==> config.mk <==
export PLATFORM = sky130hd
export DESIGN_NAME = mux_arbiter_flat
export DESIGN_NICKNAME = d
export VERILOG_FILES = /design/src/rtl/mux_arbiter_if.sv /design/src/rtl/mux_arbiter.sv /design/src/flat_wrapper.sv
export SDC_FILE = /design/constraint.sdc
export NUM_CORES = 1
export LEC_CHECK = 0
export ABC_AREA = 1
export ABC_CLOCK_PERIOD_IN_PS = 4059
export CELL_PAD_IN_SITES_DETAIL_PLACEMENT = 1
export CELL_PAD_IN_SITES_GLOBAL_PLACEMENT = 1
export CORE_ASPECT_RATIO = 1.1
export CORE_MARGIN = 4
export CORE_UTILIZATION = 25
export DETAILED_ROUTE_END_ITERATION = 10
export PLACE_DENSITY = 0.77
export SETUP_SLACK_MARGIN = 0.2
export SYNTH_ARGS = -nofsm -noshare
export SYNTH_HDL_FRONTEND = slang
export SYNTH_SLANG_ARGS = --single-unit
==> constraint.sdc <==
create_clock -name clk -period 4.06 [get_ports clk]
set_clock_uncertainty 0.1 [all_clocks]
set_input_delay 0.406 -clock clk [delete_from_list [all_inputs] [get_ports clk]]
set_output_delay 0.406 -clock clk [all_outputs]
set_load 0.005 [all_outputs]
==> src/rtl/mux_arbiter_if.sv <==
// Bus between two requesters and the arbiter that owns the shared 2:1 word mux.
interface mux_arbiter_if #(
  parameter int unsigned WIDTH = 16
);
  logic             req_a;
  logic             req_b;
  logic [WIDTH-1:0] a;
  logic [WIDTH-1:0] b;
  logic             gnt_a;
  logic             gnt_b;
  logic             sel;
  logic             busy;
  logic [WIDTH-1:0] out;

  // Requester side: drives requests and data, observes grants and the muxed word.
  modport master (
    output req_a, req_b, a, b,
    input  gnt_a, gnt_b, sel, busy, out
  );

  // Arbiter side: samples requests and data, drives grants, select and the muxed word.
  modport slave (
    input  req_a, req_b, a, b,
    output gnt_a, gnt_b, sel, busy, out
  );
endinterface

==> src/rtl/mux_arbiter.sv <==
// Round-robin arbiter with bounded hold time that owns a shared 2:1 word mux.
module mux_arbiter #(
  parameter int unsigned WIDTH    = 16,
  parameter int unsigned MAX_HOLD = 4
) (
  input logic          clk,
  input logic          reset,
  mux_arbiter_if.slave bus
);

  localparam int unsigned CNT_W = 8;
  localparam logic [CNT_W-1:0] HOLD_LAST = CNT_W'((MAX_HOLD == 0) ? 0 : (MAX_HOLD - 1));
  localparam bit PREEMPT_EN = (MAX_HOLD != 0);

  typedef enum logic [1:0] {
    IDLE  = 2'd0,
    OWN_A = 2'd1,
    OWN_B = 2'd2
  } state_t;

  state_t           state;
  logic             gnt_a_q;
  logic             gnt_b_q;
  logic             sel_q;
  logic             last_b;
  logic [CNT_W-1:0] hold_cnt;

  logic             req_a;
  logic             req_b;
  logic [CNT_W-1:0] hold_inc;
  logic             hold_done;

  assign req_a = bus.req_a;
  assign req_b = bus.req_b;

  // Saturating increment and the "owner has used up its turn" flag.
  assign hold_inc  = (hold_cnt == {CNT_W{1'b1}}) ? hold_cnt : hold_cnt + CNT_W'(1);
  assign hold_done = PREEMPT_EN && (hold_cnt == HOLD_LAST);

  // Grant FSM: state, grants, select, tie-break memory and hold counter.
  always_ff @(posedge clk) begin
    if (reset) begin
      state    <= IDLE;
      gnt_a_q  <= 1'b0;
      gnt_b_q  <= 1'b0;
      sel_q    <= 1'b0;
      last_b   <= 1'b1;
      hold_cnt <= '0;
    end else begin
      // Counter restarts unless the current owner stays while the other side waits.
      hold_cnt <= '0;
      case (state)
        IDLE: begin
          if (req_a && (!req_b || last_b)) begin
            state   <= OWN_A;
            gnt_a_q <= 1'b1;
            gnt_b_q <= 1'b0;
            sel_q   <= 1'b0;
            last_b  <= 1'b0;
          end else if (req_b) begin
            state   <= OWN_B;
            gnt_a_q <= 1'b0;
            gnt_b_q <= 1'b1;
            sel_q   <= 1'b1;
            last_b  <= 1'b1;
          end
        end
        OWN_A: begin
          if (req_b && (!req_a || hold_done)) begin
            state   <= OWN_B;
            gnt_a_q <= 1'b0;
            gnt_b_q <= 1'b1;
            sel_q   <= 1'b1;
            last_b  <= 1'b1;
          end else if (!req_a) begin
            state   <= IDLE;
            gnt_a_q <= 1'b0;
            gnt_b_q <= 1'b0;
            sel_q   <= 1'b0;
          end else if (req_b) begin
            hold_cnt <= hold_inc;
          end
        end
        OWN_B: begin
          if (req_a && (!req_b || hold_done)) begin
            state   <= OWN_A;
            gnt_a_q <= 1'b1;
            gnt_b_q <= 1'b0;
            sel_q   <= 1'b0;
            last_b  <= 1'b0;
          end else if (!req_b) begin
            state   <= IDLE;
            gnt_a_q <= 1'b0;
            gnt_b_q <= 1'b0;
            sel_q   <= 1'b0;
          end else if (req_a) begin
            hold_cnt <= hold_inc;
          end
        end
        default: begin
          state   <= IDLE;
          gnt_a_q <= 1'b0;
          gnt_b_q <= 1'b0;
          sel_q   <= 1'b0;
        end
      endcase
    end
  end

  // Data path is unregistered: the selected word passes straight through while granted.
  assign bus.gnt_a = gnt_a_q;
  assign bus.gnt_b = gnt_b_q;
  assign bus.sel   = sel_q;
  assign bus.busy  = gnt_a_q | gnt_b_q;
  assign bus.out   = !(gnt_a_q | gnt_b_q) ? '0 : (sel_q ? bus.b : bus.a);

endmodule

==> src/flat_wrapper.sv <==
// flat-port wrapper written by rule: the top's interface ports become plain ports
module mux_arbiter_flat 
#(
  parameter int unsigned WIDTH    = 16,
  parameter int unsigned MAX_HOLD = 4
)
  (clk, reset, bus_req_a, bus_req_b, bus_a, bus_b, bus_gnt_a, bus_gnt_b, bus_sel, bus_busy, bus_out);
  mux_arbiter_if #(.WIDTH(WIDTH)) bus_i ();
  input logic clk;
  input logic reset;
  input wire logic [$bits(bus_i.req_a)-1:0] bus_req_a;
  input wire logic [$bits(bus_i.req_b)-1:0] bus_req_b;
  input wire logic [$bits(bus_i.a)-1:0] bus_a;
  input wire logic [$bits(bus_i.b)-1:0] bus_b;
  output wire logic [$bits(bus_i.gnt_a)-1:0] bus_gnt_a;
  output wire logic [$bits(bus_i.gnt_b)-1:0] bus_gnt_b;
  output wire logic [$bits(bus_i.sel)-1:0] bus_sel;
  output wire logic [$bits(bus_i.busy)-1:0] bus_busy;
  output wire logic [$bits(bus_i.out)-1:0] bus_out;
  assign bus_i.req_a = bus_req_a;
  assign bus_i.req_b = bus_req_b;
  assign bus_i.a = bus_a;
  assign bus_i.b = bus_b;
  assign bus_gnt_a = bus_i.gnt_a;
  assign bus_gnt_b = bus_i.gnt_b;
  assign bus_sel = bus_i.sel;
  assign bus_busy = bus_i.busy;
  assign bus_out = bus_i.out;
  mux_arbiter #(.WIDTH(WIDTH), .MAX_HOLD(MAX_HOLD)) u_core (.clk(clk), .reset(reset), .bus(bus_i));
endmodule
# ---- Yosys cells after proc, flatten, opt, wreduce, memory -nomap -nowiden
# Index checks and enable logic that the tools add are counted.
dict set report word_totals {
  regBits 13
  input_bits 36
  out_inout_bits 20
  word_cells 60
}
dict set report op_classes {
  n_addsub 1
  eq_ne 9
  mux 32
  bitwise 1
  n_reduce_logical 12
}
# operator count
set ops {}
lappend ops {{$mux W8} 7}
lappend ops {{$mux W16} 2}
lappend ops {{$pmux W8 S2} 1}
lappend ops {{$mux W1} 12}
lappend ops {{$mux W2} 6}
lappend ops {{$ne A3 B2 Y1 const B} 3}
lappend ops {{$pmux W1 S3} 3}
lappend ops {{$add A8 B1 Y8 const B} 1}
lappend ops {{$eq A8 B2 Y1 const B} 1}
lappend ops {{$eq A8 B8 Y1 const B} 1}
lappend ops {{$pmux W2 S3} 1}
lappend ops {{$ne A2 B1 Y1 const B} 2}
lappend ops {{$reduce_and A4 Y1} 1}
lappend ops {{$logic_and A1 B1 Y1} 3}
lappend ops {{$logic_or A1 B1 Y1} 3}
lappend ops {{$reduce_and A3 Y1} 1}
lappend ops {{$reduce_bool A3 Y1} 1}
lappend ops {{$eq A2 B1 Y1 const B} 1}
lappend ops {{$eq A2 B2 Y1 const B} 1}
lappend ops {{$logic_not A1 Y1} 2}
lappend ops {{$logic_not A2 Y1} 1}
lappend ops {{$or A1 B1 Y1} 1}

# ---- Depth between registers and ports, before layout
dict set report logic_depth {
  ltp_word 6
  mapped_depth 12
  ltp_nobuf 12
}

# ---- Least setup slack after synthesis
# OpenSTA, ideal clock, no wires.
dict set report synth_path {
  path_type {register to output}
  start {register u_core.gnt_a_q (netlist: u_core.bus.gnt_a)}
  end {output port bus_out[0]}
  t_arrival_ps 1062
  t_required_ps 3554
  slack_ps 2492
  stages_incl_launch_ff 5
  path_buffers 2
  cell_sequence {dfxtp_1 clkbuf_1 clkbuf_1 a21oi_1 nor2_1}
}
dict set report synth_via {
  elab_chain_len 2
}
# item line_no
set synth_lines {}
lappend synth_lines {{start: declaration} mux_arbiter.sv:22} ;# logic gnt_a_q;
lappend synth_lines {{start signal: assignment} mux_arbiter.sv:44} ;# gnt_a_q <= 1'b0;
lappend synth_lines {{start signal: assignment} mux_arbiter.sv:56} ;# gnt_a_q <= 1'b1;
lappend synth_lines {{start signal: assignment} mux_arbiter.sv:62} ;# gnt_a_q <= 1'b0;
lappend synth_lines {{$or A1 B1 Y1} mux_arbiter.sv:115} ;# assign bus.out = !(gnt_a_q | gnt_b_q) ? '0 : (sel_q ? bus.b : bus.a);
lappend synth_lines {{$mux W16} mux_arbiter.sv:115}
lappend synth_lines {{end: declaration} flat_wrapper.sv:19} ;# output wire logic [$bits(bus_i.out)-1:0] bus_out;
# No other way between the ends.

# ---- Worst setup path after layout
dict set report layout_path {
  start {register u_core.gnt_b_q (netlist: u_core.bus.gnt_b)}
  end {output port bus_out[14]}
}
dict set report layout_via {
  elab_chain_len 2
  word_cells_on_any_way 3
  classes_between {mux: 2; bitwise: 1}
}
# item line_no
set layout_lines {}
lappend layout_lines {{start: declaration} mux_arbiter.sv:23} ;# logic gnt_b_q;
lappend layout_lines {{start signal: assignment} mux_arbiter.sv:45} ;# gnt_b_q <= 1'b0;
lappend layout_lines {{start signal: assignment} mux_arbiter.sv:57} ;# gnt_b_q <= 1'b0;
lappend layout_lines {{start signal: assignment} mux_arbiter.sv:63} ;# gnt_b_q <= 1'b1;
lappend layout_lines {{$mux W16 / $or A1 B1 Y1 (equally long branches)} n/a}
lappend layout_lines {{$mux W16 *} mux_arbiter.sv:115}
# Mark *: on every way between the ends. The rest lies on a longest branch, timed or not.

==> reports/results.tsv <==
stage	metric	value	unit
drt	vias	1282	
synth	muxShareOfSynthArea	0	%
clocking	cts_hold_buf	0	
drt	drtIter0Drc	23	
synth	synth-xor-area-share	1.653	%
global_route	grt-busiest-layer	met2	
sta	whs	0.4025	ns
global_route	gr-usage-met1	15.51	%
global_route	grt_pass1_vias	1228	
synth	synthAdderAreaFrac	5.903	%
status	status	complete, no violations	
placed_design	place.gp.congestion	0.7802	
floorplan	start_util	26.34	%
placed_design	io_buffers	55	
cells_and_area	instances_no_fill	286	
synth	ys_ff_latch	13	
floorplan	core	4024	um^2
clocking	cts_root_buf	clkbuf_8	
min_path	hold_class	register to register	
worst_setup_path	startpoint_type	register	
drt	postRouteAntennaNets	0	
global_route	gr-total-overflow	0	
sta	drv_slew	0	
worst_setup_path	critPathArrivalTime	2.07	ns
sta	fin_setup_tns	0	ns
synth	syn_avg_cell_area	5.855	um^2
drt	post-route-drc-count	0	
global_route	antenna_found_initial	0	
cells_and_area	final_nets	276	
placed_design	pre_cts_ws	1.746	ns
worst_setup_path	critPathCaptureType	primary output	
floorplan	rows	24	
floorplan	io_pins	56	
synth	netlist_instances	181	
clocking	cts_buffers	3	
drt	drt_wl_total	3590	um
floorplan	die_x	70.08	um
placed_design	dpl_cell_area	1649	um^2
worst_setup_path	crit_type	register to primary output	
worst_setup_path	worstPathRequired	3.55	ns
global_route	grt_pass1_wl	5906	um
power_and_ir_drop	vdd_drop_max	0.2338	mV
synth	synthFlopType	dfxtp_1	
synth	syn-num-nets	222	
placed_design	dpl.hpwl	2961	um
clocking	clockBufferDepth	2	
sta	tightest_slew	0.6452	ns
cells_and_area	n_fill_cell	541	
drt	drt_pre_antenna_iters	4	
floorplan	die_height	76.29	um
clocking	cts_tree	built	
synth	synth-edff-count	0	
sta	max_freq	388.3	MHz
cells_and_area	fin_area	1695	um^2
synth	syn_area	1060	um^2
sta	finalCritPeriodShare	63.42	%
global_route	grtUsageMet3	1.979	%
sta	finalCriticalPeriod	2.575	ns
global_route	grt_max_degree	25	
clocking	cts_htree_levels	1	
clocking	worstSkewPairLatency	0.25	ns
sta	fin_ws	1.485	ns
clocking	cts.reportedPaths.clkPinSlew	0.06	ns
cells_and_area	area_growth	59.98	%
clocking	ctsResizeCount	0	
global_route	grt_usage	13.51	%
clocking	numClockSinks	13	
clocking	post_cts_buffers	0	
worst_setup_path	path_max_fanout	24	
sta	maxSlewHeadroom	56.93	%
synth	synth_cell_types	26	
synth	yosys_warnings	0	
synth	synth_top_family_by_area	simple AND/OR/NAND/NOR gates	
flow_run	cap_violations	0	
placed_design	place_inst	282	
power_and_ir_drop	p_per_area	369.1	nW/um^2
cells_and_area	drive_above_1_share	5.983	%
worst_setup_path	reg2reg_slack	2.31	ns
drt	via_per_inst	4.483	
sta	finalSetupViolations	0	
cells_and_area	n_antenna_cell	0	
synth	async_flop_share	0	%
global_route	met2_usage	25.05	%
synth	synth-compound-area-share	15.11	%
power_and_ir_drop	power.leakage	0.7850	nW
sta	rsz0062_at_grt	false	
synth	ys_seq_area_share	24.56	%
synth	synthSimpleGateAreaFrac	41.44	%
sta	final_hold_viol_count	0	
drt	wl_per_cell	12.55	um
floorplan	die_area	5346	um^2
cells in the mapped netlist, drive strengths merged, types with 2 or more instances:
cell,instances,area share (%)
ha,5,5.9
nand2,52,19
nand3,10,5.9
nor3,2,1.9
clkbuf,4,1.4
o21ai,14,7.0
buf,2,1.1
dfxtp,13,25
a21oi,16,7.6
nor2,30,12
inv,25,8.9
area by class of cell:
| type | count | area [um^2] | share of cell area (%) |
|---|---|---|---|
| Multi-Input combinational cell | 137 | 679.4 | 40.07 |
| Timing Repair Buffer | 55 | 550.5 | 32.47 |
| Sequential cell | 13 | 260.3 | 15.35 |
| Inverter | 25 | 93.84 | 5.535 |
| Tap cell | 52 | 65.06 | 3.838 |
| Clock buffer | 3 | 41.29 | 2.435 |
| Clock inverter | 1 | 5.005 | 0.2952 |
metal layers:
layer | vias up | part of all wire (%)
li1 | 674 | -
met1 | 577 | 42
met4 | 0 | 1.1
met5 | - | 0
met3 | 4 | 3.1
met2 | 27 | 54
worst paths after layout:
check             cells after the start                           from                            end
hold / removal                        2     u_core.last_b$_SDFFE_PP1P_     u_core.last_b$_SDFFE_PP1P_
hold reg to reg                       2     u_core.last_b$_SDFFE_PP1P_     u_core.last_b$_SDFFE_PP1P_
setup reg to reg                      9  u_core.hold_cnt[0]$_SDFF_PP0_  u_core.hold_cnt[5]$_SDFF_PP0_
setup / recovery                      5  u_core.bus.gnt_b$_SDFFE_PP0P_                    bus_out[14]
through the flow:
step / power (W) / util, %
after global routing: 0.0006791 / 42.13
after CTS: 0.0006367 / 42.13
after floorplan: 0.0003262 / -
final: 0.0006258 / 42.13
after detailed placement: 0.0005127 / 40.98
after global placement: 0.0005053 / 40.98
cells by family after synthesis:
logic type,Yosys count
AND/OR/NAND/NOR,99
AO/OA/AOI/OAI,31
buffers and inverters,31
flip-flops,13
adder cells (fa/ha/maj),5
XOR/XNOR,2
cell usage in the layout (no fill, tap or decap), types with 3 or more instances in the layout:
cell type	count
dfxtp_1	13
nor2_1	27
clkdlybuf4s50_1	55
inv_1	23
ha_1	5
nand2_1	51
a21oi_1	16
o21ai_0	13
nand3_1	9
clkbuf_8	3
report_power, final:
| part | leakage (nW) | total [W] | internal (W) | switching (W) |
|---|---|---|---|---|
| Sequential | 0.106 | 0.000167 | 0.000141 | 0.0000266 |
| Combinational | 0.654 | 0.000338 | 0.000190 | 0.000148 |
| Clock | 0.0255 | 0.000121 | 0.0000680 | 0.0000526 |
state kept, by name (all words and copies together) (netlist names):
name,cells
u_core.bus.gnt_a,1
u_core.hold_cnt,8
u_core.bus.gnt_b,1
u_core.last_b,1
u_core.state,2
critical path, cell delays in order, from the launching register on:
cell and delay [ns]:
dfxtp_1 0.58, inv_1 0.41, nand2_1 0.17, o21ai_0 0.09
inv_1 0.08, clkdlybuf4s50_1 0.50
No activity file was read; power rests on OpenSTA's default activity.
